--- src/rtl/arb_grant_responder.sv ---
// arb_grant_responder
//   Shared-resource side of the rotating-priority request/grant protocol.
//   Takes a one-hot grant from the arbiter and latches the granted requester's
//   address, write data and write enable. It then runs one valid/ready request
//   on the memory port and waits for rvalid (read data or write ack). The
//   result goes back to that requester as a one-cycle done pulse. The arbiter
//   enable is high only while idle, so a new grant is accepted only between
//   transactions.
//
// Ports
//   clk          clock, rising edge
//   rst_n        asynchronous active-low reset
//   grant_i      one-hot grant from the arbiter (multi-hot: lowest index wins)
//   req_addr_i   packed per-requester address, requester i at [i*ADDR_W +: ADDR_W]
//   req_wdata_i  packed per-requester write data, requester i at [i*DATA_W +: DATA_W]
//   req_we_i     per-requester write enable
//   arb_enable_o enable to the arbiter, high only in IDLE
//   busy_o       high whenever a transaction is in progress
//   mem_valid_o  request valid to memory
//   mem_ready_i  memory accepts the request
//   mem_addr_o   latched address
//   mem_wdata_o  latched write data
//   mem_we_o     latched write enable
//   mem_rvalid_i read data valid / write ack
//   mem_rdata_i  read data
//   resp_done_o  one-hot done pulse to the served requester
//   resp_rdata_o response data, held until the next response
//   resp_err_o   timeout flag, valid with resp_done_o
module arb_grant_responder #(
  parameter int WIDTH   = 2,
  parameter int ADDR_W  = 32,
  parameter int DATA_W  = 32,
  parameter int TIMEOUT = 64
) (
  input  logic                    clk,
  input  logic                    rst_n,
  input  logic [WIDTH-1:0]        grant_i,
  input  logic [WIDTH*ADDR_W-1:0] req_addr_i,
  input  logic [WIDTH*DATA_W-1:0] req_wdata_i,
  input  logic [WIDTH-1:0]        req_we_i,
  output logic                    arb_enable_o,
  output logic                    busy_o,
  output logic                    mem_valid_o,
  input  logic                    mem_ready_i,
  output logic [ADDR_W-1:0]       mem_addr_o,
  output logic [DATA_W-1:0]       mem_wdata_o,
  output logic                    mem_we_o,
  input  logic                    mem_rvalid_i,
  input  logic [DATA_W-1:0]       mem_rdata_i,
  output logic [WIDTH-1:0]        resp_done_o,
  output logic [DATA_W-1:0]       resp_rdata_o,
  output logic                    resp_err_o
);

  localparam int CNT_W = $clog2(TIMEOUT + 1);

  typedef enum logic [1:0] {
    S_IDLE  = 2'd0,
    S_ISSUE = 2'd1,
    S_WAIT  = 2'd2,
    S_RESP  = 2'd3
  } state_e;

  state_e            state_q;
  logic [WIDTH-1:0]  idx_q;
  logic [CNT_W-1:0]  cnt_q;
  logic [CNT_W-1:0]  cnt_d;
  logic              mem_valid_q;
  logic [ADDR_W-1:0] mem_addr_q;
  logic [DATA_W-1:0] mem_wdata_q;
  logic              mem_we_q;
  logic [WIDTH-1:0]  resp_done_q;
  logic [DATA_W-1:0] resp_rdata_q;
  logic              resp_err_q;

  // Isolate the lowest set grant bit so a multi-hot grant still selects
  // exactly one requester.
  logic [WIDTH-1:0]  sel_oh;
  logic [ADDR_W-1:0] sel_addr;
  logic [DATA_W-1:0] sel_wdata;
  logic              sel_we;
  logic              timeout_hit;

  assign sel_oh = grant_i & (~grant_i + WIDTH'(1));

  always_comb begin
    sel_addr  = '0;
    sel_wdata = '0;
    sel_we    = 1'b0;
    for (int i = 0; i < WIDTH; i++) begin
      if (sel_oh[i]) begin
        sel_addr  = req_addr_i[i*ADDR_W +: ADDR_W];
        sel_wdata = req_wdata_i[i*DATA_W +: DATA_W];
        sel_we    = req_we_i[i];
      end
    end
  end

  assign cnt_d       = cnt_q + CNT_W'(1);
  // Last cycle allowed in ISSUE+WAIT; a completion in this same cycle still wins.
  assign timeout_hit = (cnt_q == CNT_W'(TIMEOUT - 1));

  always_ff @(posedge clk or negedge rst_n) begin
    if (!rst_n) begin
      state_q      <= S_IDLE;
      idx_q        <= '0;
      cnt_q        <= '0;
      mem_valid_q  <= 1'b0;
      mem_addr_q   <= '0;
      mem_wdata_q  <= '0;
      mem_we_q     <= 1'b0;
      resp_done_q  <= '0;
      resp_rdata_q <= '0;
      resp_err_q   <= 1'b0;
    end else begin
      resp_done_q <= '0;
      case (state_q)
        S_IDLE: begin
          if (|grant_i) begin
            idx_q       <= sel_oh;
            mem_addr_q  <= sel_addr;
            mem_wdata_q <= sel_wdata;
            mem_we_q    <= sel_we;
            cnt_q       <= '0;
            mem_valid_q <= 1'b1;
            state_q     <= S_ISSUE;
          end
        end
        S_ISSUE: begin
          // A handshake landing on the timeout cycle cannot complete the
          // transaction (no data yet), so the timeout takes precedence here.
          if (timeout_hit) begin
            mem_valid_q  <= 1'b0;
            resp_done_q  <= idx_q;
            resp_rdata_q <= '0;
            resp_err_q   <= 1'b1;
            state_q      <= S_RESP;
          end else begin
            cnt_q <= cnt_d;
            if (mem_ready_i) begin
              mem_valid_q <= 1'b0;
              state_q     <= S_WAIT;
            end
          end
        end
        S_WAIT: begin
          if (mem_rvalid_i) begin
            resp_done_q  <= idx_q;
            resp_rdata_q <= mem_we_q ? '0 : mem_rdata_i;
            resp_err_q   <= 1'b0;
            state_q      <= S_RESP;
          end else if (timeout_hit) begin
            resp_done_q  <= idx_q;
            resp_rdata_q <= '0;
            resp_err_q   <= 1'b1;
            state_q      <= S_RESP;
          end else begin
            cnt_q <= cnt_d;
          end
        end
        S_RESP: begin
          state_q <= S_IDLE;
        end
        default: begin
          state_q <= S_IDLE;
        end
      endcase
    end
  end

  assign arb_enable_o = (state_q == S_IDLE);
  assign busy_o       = (state_q != S_IDLE);
  assign mem_valid_o  = mem_valid_q;
  assign mem_addr_o   = mem_addr_q;
  assign mem_wdata_o  = mem_wdata_q;
  assign mem_we_o     = mem_we_q;
  assign resp_done_o  = resp_done_q;
  assign resp_rdata_o = resp_rdata_q;
  assign resp_err_o   = resp_err_q;

endmodule

--- config.mk ---
export PLATFORM = sky130hd
export DESIGN_NAME = arb_grant_responder
export DESIGN_NICKNAME = d
export VERILOG_FILES = /design/src/rtl/arb_grant_responder.sv
export SDC_FILE = /design/constraint.sdc
export NUM_CORES = 1
export LEC_CHECK = 0
export ABC_AREA = 1
export ABC_CLOCK_PERIOD_IN_PS = 2290
export CAP_MARGIN = 20
export CORE_ASPECT_RATIO = 1.75
export CORE_MARGIN = 5
export CORE_UTILIZATION = 41
export DETAILED_ROUTE_END_ITERATION = 7
export PLACE_DENSITY = 0.89
export RECOVER_POWER = 50
export SETUP_SLACK_MARGIN = 0.2
export SLEW_MARGIN = 40
export SYNTH_ARGS = -nofsm -noshare
export SYNTH_HDL_FRONTEND = slang
export SYNTH_SLANG_ARGS = --single-unit
export TNS_END_PERCENT = 1
--- constraint.sdc ---
create_clock -name clk -period 2.29 [get_ports clk]
set_clock_uncertainty 0.1 [all_clocks]
set_input_delay 0.5725 -clock clk [delete_from_list [all_inputs] [get_ports clk]]
set_output_delay 0.5725 -clock clk [all_outputs]
set_load 0.005 [all_outputs]
* Word-level counts from Yosys, hierarchy flattened
Index checks and enable logic that the tools add are counted.
Storage, ports and cells: output and inout port bits 103, register bits after elaboration 112
Cells by class: muxes and demuxes 30, bitwise logic cells 2, eq/ne operators 8, reduce and logical (&&, ||, !) cells 10, $add $sub $neg 2
Operators with widths (count):
- $mux W32 | 7
- $pmux W32 S2 | 1
- $mux W7 | 3
- $pmux W7 S3 | 1
- $mux W2 | 7
- $reduce_and A3 Y1 | 3
- $pmux W2 S4 | 1
- $add A7 B1 Y7 const B | 1
- $eq A7 B6 Y1 const B | 1
- $mux W1 | 7
- $ne A3 B3 Y1 const B | 2
- $reduce_bool A2 Y1 | 3
- $eq A2 B2 Y1 const B | 2
- $pmux W1 S2 | 2
- $pmux W2 S2 | 1
- $reduce_bool A3 Y1 | 1
- $add A2 B1 Y2 const B | 1
- $and A2 B2 Y2 | 1
- $eq A2 B1 Y1 const B | 1
- $logic_not A2 Y1 | 1
- $ne A2 B1 Y1 const B | 1
- $ne A2 B2 Y1 const B | 1
- $not A2 Y2 | 1
- $reduce_and A2 Y1 | 1
- $reduce_or A2 Y1 | 1

* Depth between registers and ports, before layout
depth after elaboration 5, mapped depth 9, gate-level depth less buffers 9

* Worst setup path before layout
No wires, ideal clock.
path type register -> register, start point register state_q[0], end point register resp_rdata_q[26], in the netlist resp_rdata_o[26], clock period less this slack 1681 ps, cell stages (with the launch flop) 8, slack 609 ps, path buffers 2, arrival 1463 ps, cell sequence dfrtp_1 > inv_1 > ha_1 > buf_4 > buf_1 > nand3_1 > o211ai_2 > inv_1
Between the ends: longest elaborated chain between the ends 2
Ends and longest elaborated chain:
- from (decl) | RTL line 64 | state_e state_q;
- from (signal assigned) | RTL line 105 | state_q <= S_IDLE;
- from (signal assigned) | RTL line 126 | state_q <= S_ISSUE;
- from (signal assigned) | RTL line 137 | state_q <= S_RESP;
- $eq A2 B2 Y1 or $eq A2 B1 Y1 (tied branches) | RTL line 117 | case (state_q)
- $pmux W32 S2 or $reduce_bool A2 Y1 (tied branches)
- to (signal assigned) | RTL line 149 | resp_rdata_q <= mem_we_q ? '0 : mem_rdata_i;
- to (decl) | RTL line 73 | logic [DATA_W-1:0] resp_rdata_q;
Parallel ways exist; a longest one is shown, timed or not. A chain may end at the register's enable or synchronous reset.

* Worst setup path in the final report
start point register state_q[0], end point output busy_o
Between the ends: longest elaborated chain between the ends 1
Ends and longest elaborated chain:
- $reduce_bool A2 Y1 | RTL line 172 | assign busy_o = (state_q != S_IDLE);
- to (decl) | RTL line 42 | output logic busy_o,
Every way passes these cells.

==> results.txt <==
The post-detailed-routing wire length is 17.8 mm. The count of input and output buffers is 270. The share of the synthesized area in compound gates (AO/OA/AOI/OAI) came out at 0.204. The register-to-register path setup slack is 260 ps. The type of element capturing the critical path is a primary output. The top cell types in the final layout, fill and taps aside, are sky130_fd_sc_hd__clkdlybuf4s50_1 (265), sky130_fd_sc_hd__dfrtp_1 (112), sky130_fd_sc_hd__nand3_1 (95).

The area share of xor/xnor cells in the synthesized design came out at 0.00159. The vias per cell came out at 5.21. The number of optimization iterations in the first detailed-route pass is 5. The initial utilization of the core area, before any placement, comes to 0.414. For this design the ratio of total power to cell area is 1210 nW/um^2. The violation count after the first detailed-route iteration came out at 335. The maximum fanout along the worst path came out at 3. The number of failing hold endpoints at the final stage is 0. The maximum count of clock buffers along a single path is 2.

Summed over all cells, the static leakage comes to 3.76 nW. The post-synthesis average cell area came out at 8.75 um^2. The fraction of final layout cells with drive strength greater than 1 came out at 0.0942. The global placer's final weighted congestion is 0.843. In this run the top signal layer used is met4. Summed over all layers, the global routing overflow is 0. The tightest min-delay check is of the reg -> reg type. The library cell with the largest summed area after synthesis is sky130_fd_sc_hd__dfrtp_1.

The critical path class is reg -> out. Of the total synthesized cell area, the portion taken by AND, OR, NAND and NOR gates is 0.177. The insertion delay to the later sink of the worst-skew pair came out at 340 ps. The via count is 5553. The mapped cell area is 5510 um^2.

The synthesized-area fraction occupied by adder cells came out at 0.0113. The final cell count without fillers came out at 1066. The net count reported at finish is 1060. The total power draw came out at 10.4 mW. The portion of the clock cycle consumed by the worst path in the final layout came out at 0.898. The half-perimeter wire length after placement came out at 13.4 mm. CTS saw 112 sinks. The area of the die is 16000 um^2. In this run the worst setup path terminates at busy_o.

The clock input transition at the sequential cells of the worst setup and hold paths came out at 80 ps. The post-synthesis cell type count came out at 27. The H-tree was split into 3 levels.

The die extent in x came out at 97.7 um. The count of inserted antenna diode cells came out at 0. The final routed DRC violation total is 0. The endpoint identified for the worst register-to-register timing path is mem_addr_o[9]. The layout-stage area growth over the synthesis result is 56.4%.

Dividing the detail-routed wire length by the instance count gives 16.7 um. After synthesis, the cell types taking the most area are sky130_fd_sc_hd__dfrtp_1 (51%), sky130_fd_sc_hd__nand3_1 (8.5%), sky130_fd_sc_hd__a21oi_1 (8.4%). The initialized floorplan defines 56 standard-cell rows. The fmax came out at 486 MHz.

In this run the clock root is driven by a sky130_fd_sc_hd__clkbuf_16. STA classifies the critical path startpoint as a register. The routed length on met1 is 6.52 mm. The number of antenna violations at the first check in global routing is 0. The via count of the first global-routing pass came out at 5570. The total met2 wirelength after detailed routing came out at 9.63 mm.

The number of pins with negative max-slew slack in the final report is 26. Leaving out fill and tap cells, the most frequent cell in the layout is sky130_fd_sc_hd__clkdlybuf4s50_1. Summed over all nets, wire length on met3 after detailed routing comes to 1.19 mm. The share of the synthesized area in the top cell type came out at 0.508. The die boundary height is 163 um. The largest net degree at the start of global routing came out at 50. The total of hold buffers inserted after clock tree synthesis came out at 0. The critical path starts at state_q[0].

The CTS tree is built. The number of CTS-inserted buffers is 9. The number of warning messages in the yosys log is 0. The residual antenna-violating net count after detailed routing came out at 0. Setup repair after global routing left no endpoint under its margin. The total placed cells including tap cells is 1048. The portion of synthesized area spent on multiplexers is 0. For the worst setup path, the data arrival time is 1380 ps.

After synthesis, the largest family of logic cells by area is compound AO/OA/AOI/OAI gates. The worst IR drop on VDD came out at 0.000586 V. The accumulated negative setup slack came out at 0 ps. The post-synthesis instance total is 630. The register bit total from synthesis came out at 112. The number of violations of the max-capacitance limit is 1. The checks that failed: max-capacitance violations, max-slew violations. Of the synthesized area, sequential elements account for 0.508. At the pin with the least slew margin, the transition time is 1630 ps. The worst register-to-register path begins at state_q[0].

The total nets after synthesis came out at 803. For the finished layout, the period the worst path requires is 2060 ps. STA puts the critical path data required time at 1620 ps.

Headroom to the max-slew limit came out at -0.0859. The total track usage is 0.215. The worst hold margin came out at 399 ps.

The worst register-to-register path has a depth of 8. Setup violations remaining at the end of the flow were counted as 0. The placeable core area is 13300 um^2. The first global-routing pass estimated 27.9 mm of wire.

The run finished, with violations left. The count of pins on the block boundary is 271.
==> stage by stage <==
step / setup slack (ps) / util / area, um^2
floorplan: 609 / - / 5510
global placement: 239 / 0.630 / 8390
detailed placement: 214 / 0.630 / 8390
CTS: 215 / 0.655 / 8720
global route: 124 / 0.648 / 8620
finish: 233 / 0.648 / 8620
==> registers in the layout (all words and copies together), names as in the netlist, 2 cells and up <==
signal,flops
mem_wdata_o,32
mem_addr_o,32
state_q,2
resp_done_o,2
cnt_q,7
resp_rdata_o,32
idx_q,2
==> repair_timing <==
action / CTS / global route
gates resized for setup: 2 / 3
pin swaps: 0 / 1
buffers inserted: 2 / 0
gates cloned: 0 / 0
setup endpoints to repair: 2 / 1
==> synthesized netlist by cell type <==
| master | number |
|---|---|
| sky130_fd_sc_hd__clkbuf_1 | 11 |
| sky130_fd_sc_hd__ha_1 | 5 |
| sky130_fd_sc_hd__nand4_1 | 1 |
| sky130_fd_sc_hd__buf_1 | 1 |
| sky130_fd_sc_hd__nand2_2 | 1 |
| sky130_fd_sc_hd__o21ai_0 | 25 |
| sky130_fd_sc_hd__buf_2 | 26 |
| sky130_fd_sc_hd__a21oi_1 | 92 |
| sky130_fd_sc_hd__o21bai_1 | 1 |
| sky130_fd_sc_hd__buf_4 | 2 |
| sky130_fd_sc_hd__o21ai_2 | 1 |
| sky130_fd_sc_hd__o21ai_1 | 5 |
| sky130_fd_sc_hd__o211ai_2 | 26 |
| sky130_fd_sc_hd__a22oi_1 | 20 |
| sky130_fd_sc_hd__dfrtp_1 | 112 |
| sky130_fd_sc_hd__o21a_1 | 1 |
| sky130_fd_sc_hd__o211ai_1 | 2 |
| sky130_fd_sc_hd__nand2_1 | 67 |
| sky130_fd_sc_hd__nor2_4 | 1 |
| sky130_fd_sc_hd__buf_6 | 7 |
| sky130_fd_sc_hd__xor2_1 | 1 |
| sky130_fd_sc_hd__inv_2 | 21 |
| sky130_fd_sc_hd__nor3_2 | 1 |
| sky130_fd_sc_hd__inv_1 | 50 |
| sky130_fd_sc_hd__nand3_1 | 94 |
| sky130_fd_sc_hd__nor2_1 | 54 |
| sky130_fd_sc_hd__nand3_2 | 2 |
==> per-layer routing <==
layer	track usage	vias to the layer above
met5	0	-
met4	0.0725	0
met3	0.0509	29
met2	0.402	216
met1	0.238	2677
li1	-	2631
==> where the power goes <==
part           internal, mW  switching, mW  leakage [nW]
Sequential             2.94          0.548          1.33
Combinational          2.81           2.45          2.28
Clock                 0.876          0.775         0.155
==> how the worst min path moves through the flow <==
stage,startpoint,end,slack (ps),cells after the start
2_1_floorplan,rst_n,cnt_q[0],180,0
3_3_place_gp,resp_err_o,resp_err_o,370,2
3_5_place_dp,resp_err_o,resp_err_o,380,2
4_1_cts,rst_n,resp_rdata_o[11],50,1
5_1_grt,resp_err_o,resp_err_o,430,2
6_report,resp_err_o,resp_err_o,400,2
==> cell type report <==
| cell class | instances | area [um^2] |
|---|---|---|
| flip-flops and latches | 112 | 2800 |
| clock buffers | 9 | 225 |
| fillers | 1077 | 4690 |
| inverters | 71 | 267 |
| multi-input cells | 400 | 2130 |
| repair buffers | 293 | 2890 |
| well taps | 174 | 218 |
| clock inverters | 7 | 88.8 |
==> critical path: stages (launching register included) <==
cell                            delay, ps
sky130_fd_sc_hd__dfrtp_1              390
sky130_fd_sc_hd__inv_1                100
sky130_fd_sc_hd__ha_1                 200
sky130_fd_sc_hd__inv_1                 80
sky130_fd_sc_hd__dlygate4sd2_1        280
==> logic make-up (layout without fill, tap and decap cells) <==
kind of cell             count (synthesis)  count (layout)
XOR/XNOR                                 1               1
AND/OR/NAND/NOR                        221             221
buffers and inverters                  118             380
flip-flops                             112             112
AO/OA/AOI/OAI                          173             173
adder cells (fa/ha/maj)                  5               5
Power figures use the tool's default switching activity.
